**config.mk**
```make
export PLATFORM = sky130hd
export DESIGN_NAME = fifo_wr_arbiter
export DESIGN_NICKNAME = d
export VERILOG_FILES = /design/src/rtl/fifo_wr_arbiter.sv
export SDC_FILE = /design/constraint.sdc
export NUM_CORES = 1
export LEC_CHECK = 0
export CAP_MARGIN = 20
export CORE_MARGIN = 5
export CORE_UTILIZATION = 35
export DETAILED_ROUTE_END_ITERATION = 16
export HOLD_SLACK_MARGIN = 0.03
export PLACE_DENSITY = 0.69
export SLEW_MARGIN = 20
export SYNTH_ARGS = -nofsm -noshare
export SYNTH_HDL_FRONTEND = slang
export SYNTH_SLANG_ARGS = --single-unit
```
**constraint.sdc**
```tcl
create_clock -name clk -period 2.2 [get_ports clk]
set_input_delay 0.22 -clock clk [delete_from_list [all_inputs] [get_ports clk]]
set_output_delay 0.22 -clock clk [all_outputs]
set_load 0.02 [all_outputs]
```
**src/rtl/fifo_wr_arbiter.sv**
```systemverilog
// Round-robin, burst-limited arbiter sharing one FIFO write port between two producers.
// Define FIFO_ARB_STATS_EN to add the per-producer accepted-word counters.
module fifo_wr_arbiter #(
    parameter int MAX_BURST = 4
) (
    input  logic       clk,
    input  logic       rst,
    input  logic       req0,
    input  logic [7:0] data0,
    output logic       ack0,
    input  logic       req1,
    input  logic [7:0] data1,
    output logic       ack1,
    input  logic       fifo_full,
    output logic       fifo_wr,
    output logic [7:0] fifo_data,
    output logic [1:0] grant
`ifdef FIFO_ARB_STATS_EN
    ,
    output logic [15:0] wr_cnt0,
    output logic [15:0] wr_cnt1
`endif
);

    typedef enum logic [1:0] {
        IDLE = 2'b00,
        GNT0 = 2'b01,
        GNT1 = 2'b10
    } state_t;

    localparam logic [3:0] BLAST = 4'(MAX_BURST - 1);

    state_t     state_q, state_d;
    logic       last_q, last_d;
    logic [3:0] bcnt_q, bcnt_d;
    logic       own_req, oth_req, own_ack, done;

    always_ff @(posedge clk or negedge rst) begin
        if (!rst) begin
            state_q <= IDLE;
            last_q  <= 1'b1;
            bcnt_q  <= 4'd0;
        end else begin
            state_q <= state_d;
            last_q  <= last_d;
            bcnt_q  <= bcnt_d;
        end
    end

    always_comb begin
        state_d = state_q;
        last_d  = last_q;
        bcnt_d  = bcnt_q;
        own_req = (state_q == GNT1) ? req1 : req0;
        oth_req = (state_q == GNT1) ? req0 : req1;
        own_ack = ack0 | ack1;
        done    = (own_ack & (bcnt_q == BLAST)) | ~own_req;
        unique case (state_q)
            IDLE: begin
                if (req0 & (~req1 | last_q)) state_d = GNT0;
                else if (req1)               state_d = GNT1;
            end
            GNT0, GNT1: begin
                if (done) begin
                    bcnt_d = 4'd0;
                    if (oth_req)
                        state_d = (state_q == GNT0) ? GNT1 : GNT0;
                    else if (!own_req)
                        state_d = IDLE;
                end else if (own_ack) begin
                    bcnt_d = bcnt_q + 4'd1;
                end
            end
            default: state_d = IDLE;
        endcase
        // pointer follows every fresh entry into a grant state
        if (state_d == GNT0 && state_q != GNT0) last_d = 1'b0;
        if (state_d == GNT1 && state_q != GNT1) last_d = 1'b1;
    end

    always_comb begin
        ack0      = 1'b0;
        ack1      = 1'b0;
        fifo_data = 8'h00;
        unique case (state_q)
            GNT0: begin
                ack0      = req0 & ~fifo_full;
                fifo_data = data0;
            end
            GNT1: begin
                ack1      = req1 & ~fifo_full;
                fifo_data = data1;
            end
            default: ;
        endcase
        fifo_wr = ack0 | ack1;
        grant   = state_q;
    end

`ifdef FIFO_ARB_STATS_EN
    logic [15:0] wr_cnt0_q, wr_cnt0_d;
    logic [15:0] wr_cnt1_q, wr_cnt1_d;

    always_ff @(posedge clk or negedge rst) begin
        if (!rst) begin
            wr_cnt0_q <= 16'd0;
            wr_cnt1_q <= 16'd0;
        end else begin
            wr_cnt0_q <= wr_cnt0_d;
            wr_cnt1_q <= wr_cnt1_d;
        end
    end

    always_comb begin
        wr_cnt0_d = wr_cnt0_q + {15'd0, ack0};
        wr_cnt1_d = wr_cnt1_q + {15'd0, ack1};
    end

    assign wr_cnt0 = wr_cnt0_q;
    assign wr_cnt1 = wr_cnt1_q;
`endif

endmodule

```
==> metrics.md, run 1 <==
| Metric | Value |
|---|---|
| Crit path arrival time | `between 1.5 and 2 ns` |
| Initial antenna violation count | `0` |
| CTS root buffer | `clkbuf_4` |
| Vias per cell | `5.13` |
| Area after DPL | `about 0.0011 mm^2` |
| DRC viols | `0` |
| Kind of critical path | `flip-flop to output port` |
| Placed cell count | `148` |
| Slew Viols, Final | `0` |
| Worst path cell trace | `buf_4, ha_1, nor2b_2, and2_1, or2_1, dlygate4sd2_1` |
| Largest net degree at the start of global routing | `13` |
| Worst-Skew Late Latency | `between 0.2 and 0.25 ns` |
| Warnings, synthesis | `0` |
| CP startpoint kind | `flip-flop` |
| Synth Flop Type | `dfrtp_1` |
| Overall routing resource usage | `13.7%` |
| CP max stage delay | `0.38 ns` |
| Setup crit end kind | `output port` |
| Vias in the first global route | `739` |
| P_sw | `0.000631 W` |
| P_leak | `around 0.55 nW` |
| # IOs | `34` |
| GRT Residual Overflow | `0` |
| Dpl hpwl | `1730 um` |
| Synth Cell Area | `749 um^2` |
| Ys async rst share | `100%` |
| Tightest Pin Transition | `0.362 ns` |
| Gate power share | `75.5%` |
| 1st-pass router iterations | `4` |
| IO Port Bufs | `33` |
| DRT iter0 DRCs | `11` |
| Number of flops mapped to enable cells by yosys | `0` |
| Global-route wire length before repair | `3510 um` |
| Setup Fix Bufs, Post-CTS | `0` |
| Setup Skew | `0.00102 ns` |
| Max-Slew Margin vs Limit | `between 70% and 80%` |
| Synthesized flop and latch total | `7` |
| Sequential-to-total area share from yosys stat | `23.5%` |
| Die ar. | `0.00317 mm^2` |
| # clock sinks | `7` |
| Worst vdd ir | `roughly 0.74 mV` |
| Share of cells above drive strength 1 | `a little under a fifth` |
| Post-synthesis net count | `~110` |
| Post-DRT Antenna Nets | `0` |
| Max-Cap Viols | `0` |
| Die Span X | `56.3 um` |
| Tcrit/Tclk final | `94.2%` |
| Finished Cell Area | `around 0.0012 mm^2` |
| Number of setup violations in the final report | `0` |
| Final Hold Viols | `0` |
| Mean Syn Cell Area | `8.82 um^2` |
| Most common cell after layout, fill and taps aside | `clkdlybuf4s50_1` |
| Core Util, Final | `between 50% and 60%` |
| Row count | `16` |
| Run status | `completed` |
| Internal Power | `0.000795 W` |
| Setup TNS | `0 ns` |
| Crit Path Max Fanout | `6` |
| WL final | `2070 um` |
| Area growth syn-to-layout | `57.4%` |
| Clock transition at the registers of the reported paths | `~0.050 ns` |
| # H-tree levels | `1` |
| Total number of vias | `780` |
| TritonCTS clock tree | `done` |
| Drt wl/cell | `around 14 um` |
| Final Net Count | `152` |
| RSZ-0062 raised after global routing | `false` |
| Fmax achieved | `0.482 GHz` |
| Commonest non-fill, non-tap cells in the layout | `clkdlybuf4s50_1 (23), dlygate4sd2_1 (9), a22oi_1 (8), nor2b_1 (8), buf_4 (8)` |
| Switch share | `between 40 and 50%` |
| Post-synthesis cell count | `between 80 and 90` |
| Worst min-delay path category | `input pin to async pin` |
| Num CTS Buffers | `3` |
| Post-synthesis cell type count | `40` |
| Antenna fix cells | `0` |
| Hold Slack | `0.226 ns` |
| Max Root-Sink Buffers | `2` |
| Power Density | `roughly 1200 mW/mm^2` |
| RePlAce Congestion | `between 0.8 and 0.9` |
| Register share of total power | `16.6%` |
| Slowest-stage cell, CP | `dfrtp_1` |
| Required @ worst endpoint | `1.98 ns` |
| Minimum clock period | `approximately 2.1 ns` |
| Starting Density | `between 30% and 40%` |
| Die H | `56.3 um` |
| Fin cells | `152` |
| Core ar. | `0.00200 mm^2` |
| Clk network pwr share | `7.9%` |
==> synthesized netlist by cell type (all sizes together), types with 3 or more instances <==
cell | n | area [um^2]
nor2 | 7 | 26.3
dfrtp | 6 | 150
inv | 4 | 15.0
nor2b | 9 | 56.3
buf | 3 | 20.0
nand2 | 7 | 26.3
a22oi | 8 | 60.1
ha | 5 | 62.6
==> worst max-delay path, delay by kind of cell (launching register included) <==
kind	cells	cell delay (ns)
adder cells (fa/ha/maj)	1	0.21
AND/OR/NAND/NOR	3	0.54
buffers and inverters	2	0.48
flip-flops	1	0.38
==> final timing paths <==
kind | end | start | cells after the start | slack [ns]
setup / recovery | fifo_wr | grant[0] | 6 | 0.13
hold / removal | grant[0] | rst | 1 | 0.23
setup reg to reg | last_q | grant[0] | 7 | 0.16
hold reg to reg | bcnt_q[1] | bcnt_q[1] | 2 | 0.51
max in group asynchronous | last_q | rst | 1 | 1.69
min in group clk | bcnt_q[1] | bcnt_q[1] | 2 | 0.51
==> metal layers <==
layer	part of all wire (%)	global-route usage (%)	vias to the layer above
met5	0	0	-
met4	1.8	6.10	0
met3	5.9	2.29	4
met2	49	23.4	24
met1	43	16.6	365
li1	-	-	387
==> cell type report <==
class / instances / area, um^2
clock buffer: 4 / 26.3
fill: 195 / 822
inverter: 4 / 15.0
multi-input combinational: 69 / 546
sequential: 7 / 178
tap: 27 / 33.8
timing repair buffer: 41 / 382
==> what timing repair did <==
item	in CTS	in global routing
hold buffers	0	0
gates resized for setup	11	3
setup endpoints to repair	11	2
pin swaps	0	0
==> registers in the layout (all words and copies together), names as in the netlist <==
signal / count
bcnt_q: 4
grant: 2
last_q: 1
==> kinds of logic after synthesis <==
| kind of cell | after synthesis | share of synthesized area, % |
|---|---|---|
| compound gates | 24 | 28.4 |
| fa+ha+maj | 5 | 8.35 |
| flops | 7 | 23.5 |
| mux | 3 | 6.34 |
| buf+inv | 9 | 5.67 |
| simple gates | 35 | 25.4 |
| xor+xnor | 2 | 2.34 |
==> stage by stage <==
| stage | setup slack, ns | total power [W] |
|---|---|---|
| 3_5_place_dp | 0.0128 | 0.00134 |
| 2_1_floorplan | 0.000210 | 0.000946 |
| 5_1_grt | 0.0480 | 0.00154 |
| 6_report | 0.127 | 0.00143 |
| 3_3_place_gp | 0.0764 | 0.00133 |
| 4_1_cts | 0.0300 | 0.00142 |
==> power by group through the flow <==
| stage | combinational, W | clock (W) | sequential (W) |
|---|---|---|---|
| after floorplan | 0.000697 | 0 | 0.000249 |
| after global placement | 0.00110 | 0 | 0.000228 |
| after detailed placement | 0.00111 | 0 | 0.000232 |
| after CTS | 0.00107 | 0.000119 | 0.000231 |
| after global routing | 0.00118 | 0.000126 | 0.000241 |
| final | 0.00108 | 0.000112 | 0.000237 |
Note: power is estimated with default switching activity, not from simulation.
==> run 2: changes to the inputs <==
--- a/config.mk
+++ b/config.mk
@@ -11,6 +11,7 @@
 export DETAILED_ROUTE_END_ITERATION = 16
 export HOLD_SLACK_MARGIN = 0.03
 export PLACE_DENSITY = 0.69
+export SKIP_LAST_GASP = 1
 export SLEW_MARGIN = 20
 export SYNTH_ARGS = -nofsm -noshare
 export SYNTH_HDL_FRONTEND = slang
==> run 2 against run 1 <==
Effect of this change:
- worst hold slack about the same
- register-to-register slack got worse by 0.02 ns
- clock power barely moved
- sequential share of layout area is 0.14 points lower
- critical path type unchanged
- final cell count did not move
- flip-flop and latch count is the same
- non-clock buffer count is the same
- via count did not move
==> metrics.md, run 2 (synthesized netlist as in run 1, its figures left out) <==
| Metric | Value |
|---|---|
| Run status | `completed` |
| Crit Path Max Fanout | `5` |
| Final Hold Viols | `0` |
| Die ar. | `0.00317 mm^2` |
| Tcrit/Tclk final | `95.7%` |
| TritonCTS clock tree | `done` |
| Power Density | `1210 mW/mm^2` |
| Post-DRT Antenna Nets | `0` |
| Setup crit end kind | `output port` |
| Final Net Count | `approximately 150` |
| Num CTS Buffers | `3` |
| Global-route wire length before repair | `3510 um` |
| Total number of vias | `between 700 and 800` |
| Clock transition at the registers of the reported paths | `0.05 ns` |
| IO Port Bufs | `33` |
| Area after DPL | `0.00115 mm^2` |
| Max Root-Sink Buffers | `2` |
| Core ar. | `roughly 0.002 mm^2` |
| Worst min-delay path category | `input pin to async pin` |
| Max-Cap Viols | `0` |
| Worst-Skew Late Latency | `0.24 ns` |
| Required @ worst endpoint | `1.98 ns` |
| 1st-pass router iterations | `4` |
| Number of setup violations in the final report | `0` |
| CTS root buffer | `clkbuf_4` |
| Largest net degree at the start of global routing | `13` |
| Drt wl/cell | `13.7 um` |
| DRC viols | `0` |
| Max-Slew Margin vs Limit | `approximately 76%` |
| # IOs | `34` |
| Most common cell after layout, fill and taps aside | `clkdlybuf4s50_1` |
| Worst vdd ir | `0.741 mV` |
| Die H | `56.3 um` |
| Commonest non-fill, non-tap cells in the layout | `clkdlybuf4s50_1 (23), a22oi_1 (8), nor2b_1 (8), dlygate4sd2_1 (8), buf_4 (8)` |
| Finished Cell Area | `0.00118 mm^2` |
| Setup Skew | `0.00102 ns` |
| Minimum clock period | `2.11 ns` |
| Hold Slack | `0.226 ns` |
| Fmax achieved | `0.475 GHz` |
| WL final | `2080 um` |
| Vias in the first global route | `739` |
| P_leak | `between 0.5 and 0.6 nW` |
| Share of cells above drive strength 1 | `18.4%` |
| Dpl hpwl | `~1700 um` |
| Starting Density | `around 37%` |
| Tightest Pin Transition | `0.362 ns` |
| Vias per cell | `5.13` |
| RSZ-0062 raised after global routing | `true` |
| CP startpoint kind | `flip-flop` |
| GRT Residual Overflow | `0` |
| # H-tree levels | `1` |
| Core Util, Final | `59.1%` |
| RePlAce Congestion | `0.882` |
| Largest Register | `bcnt_q` |
| Kind of critical path | `flip-flop to output port` |
| Area growth syn-to-layout | `57.8%` |
| Row count | `16` |
| Initial antenna violation count | `0` |
| Setup Fix Bufs, Post-CTS | `0` |
| # clock sinks | `7` |
| Overall routing resource usage | `13.7%` |
| Worst-case reg-to-reg path depth | `7` |
| Power Total | `0.00143 W` |
| Crit path arrival time | `1.89 ns` |
| Antenna fix cells | `0` |
| DRT iter0 DRCs | `11` |
| Max reg flops | `4` |
| Die Span X | `56.3 um` |
| Slew Viols, Final | `0` |
[run 2: cell types whose count changed in the layout (fill, tap and decap cells not counted)]
cell | before | now
dlymetal6s2s_1 | 1 | 2
dfrtp_1 | 5 | 6
dlygate4sd2_1 | 9 | 8
dfrtp_2 | 1 | 0
[run 2: cell type report]
class,count,area [um^2]
inverter,4,15.0
clock buffer,4,26.3
tap,27,33.8
sequential,7,176
timing repair buffer,41,385
multi-input combinational,69,546
fill,196,820
[run 2: report_power, final]
group	internal (W)	switching [W]	total [W]
combinational	0.000541	0.000539	0.00108
clock	0.0000689	0.0000433	0.000112
sequential	0.000186	0.0000489	0.000235
total	0.000796	0.000631	0.00143
[run 2: worst paths after layout]
path | from | end | slack (ns)
hold / removal | rst | grant[0] | 0.23
min in group clk | bcnt_q[1] | bcnt_q[1] | 0.51
setup reg to reg | grant[1] | last_q | 0.14
max in group asynchronous | rst | last_q | 1.69
hold reg to reg | bcnt_q[1] | bcnt_q[1] | 0.51
setup / recovery | grant[1] | fifo_wr | 0.09
[run 2: layer usage]
| layer | vias to the layer above | global-route usage, % | routed length (um) |
|---|---|---|---|
| met5 | - | 0 | 0 |
| met4 | 0 | 6.10 | 38 |
| met3 | 4 | 2.29 | 117 |
| met2 | 24 | 23.4 | 1020 |
| met1 | 365 | 16.6 | 904 |
| li1 | 387 | - | - |
[run 2: stage by stage]
step | setup TNS, ns | cells | setup WS, ns
floorplan | 0 | 85 | 0.000210
global placement | 0 | 148 | 0.0764
detailed placement | 0 | 148 | 0.0128
global route | -0.00811 | 152 | -0.00811
finish | 0 | 152 | 0.0947
CTS | -0.0314 | 152 | -0.0314
[run 2: critical path: stages, from the launching register on]
cell	delay [ns]
dfrtp_1	0.45
inv_1	0.11
ha_1	0.21
nor2b_2	0.17
and2_1	0.16
or2_1	0.21
dlygate4sd2_1	0.32
[run 2: timing repair]
action / CTS / global route
gates resized for setup: 10 / 3
endpoints found under the hold margin: 0 / 0
hold buffers: 0 / 0
endpoints found under the setup margin: 11 / 3
==> run 3: changes to the inputs <==
--- a/config.mk
+++ b/config.mk
@@ -8,6 +8,7 @@
 export CAP_MARGIN = 20
 export CORE_MARGIN = 5
 export CORE_UTILIZATION = 35
+export CTS_CLUSTER_DIAMETER = 40
 export DETAILED_ROUTE_END_ITERATION = 16
 export HOLD_SLACK_MARGIN = 0.03
 export PLACE_DENSITY = 0.69
==> results of run 3 <==
No change in the layout: final DEF, timing and power equal those of run 2.
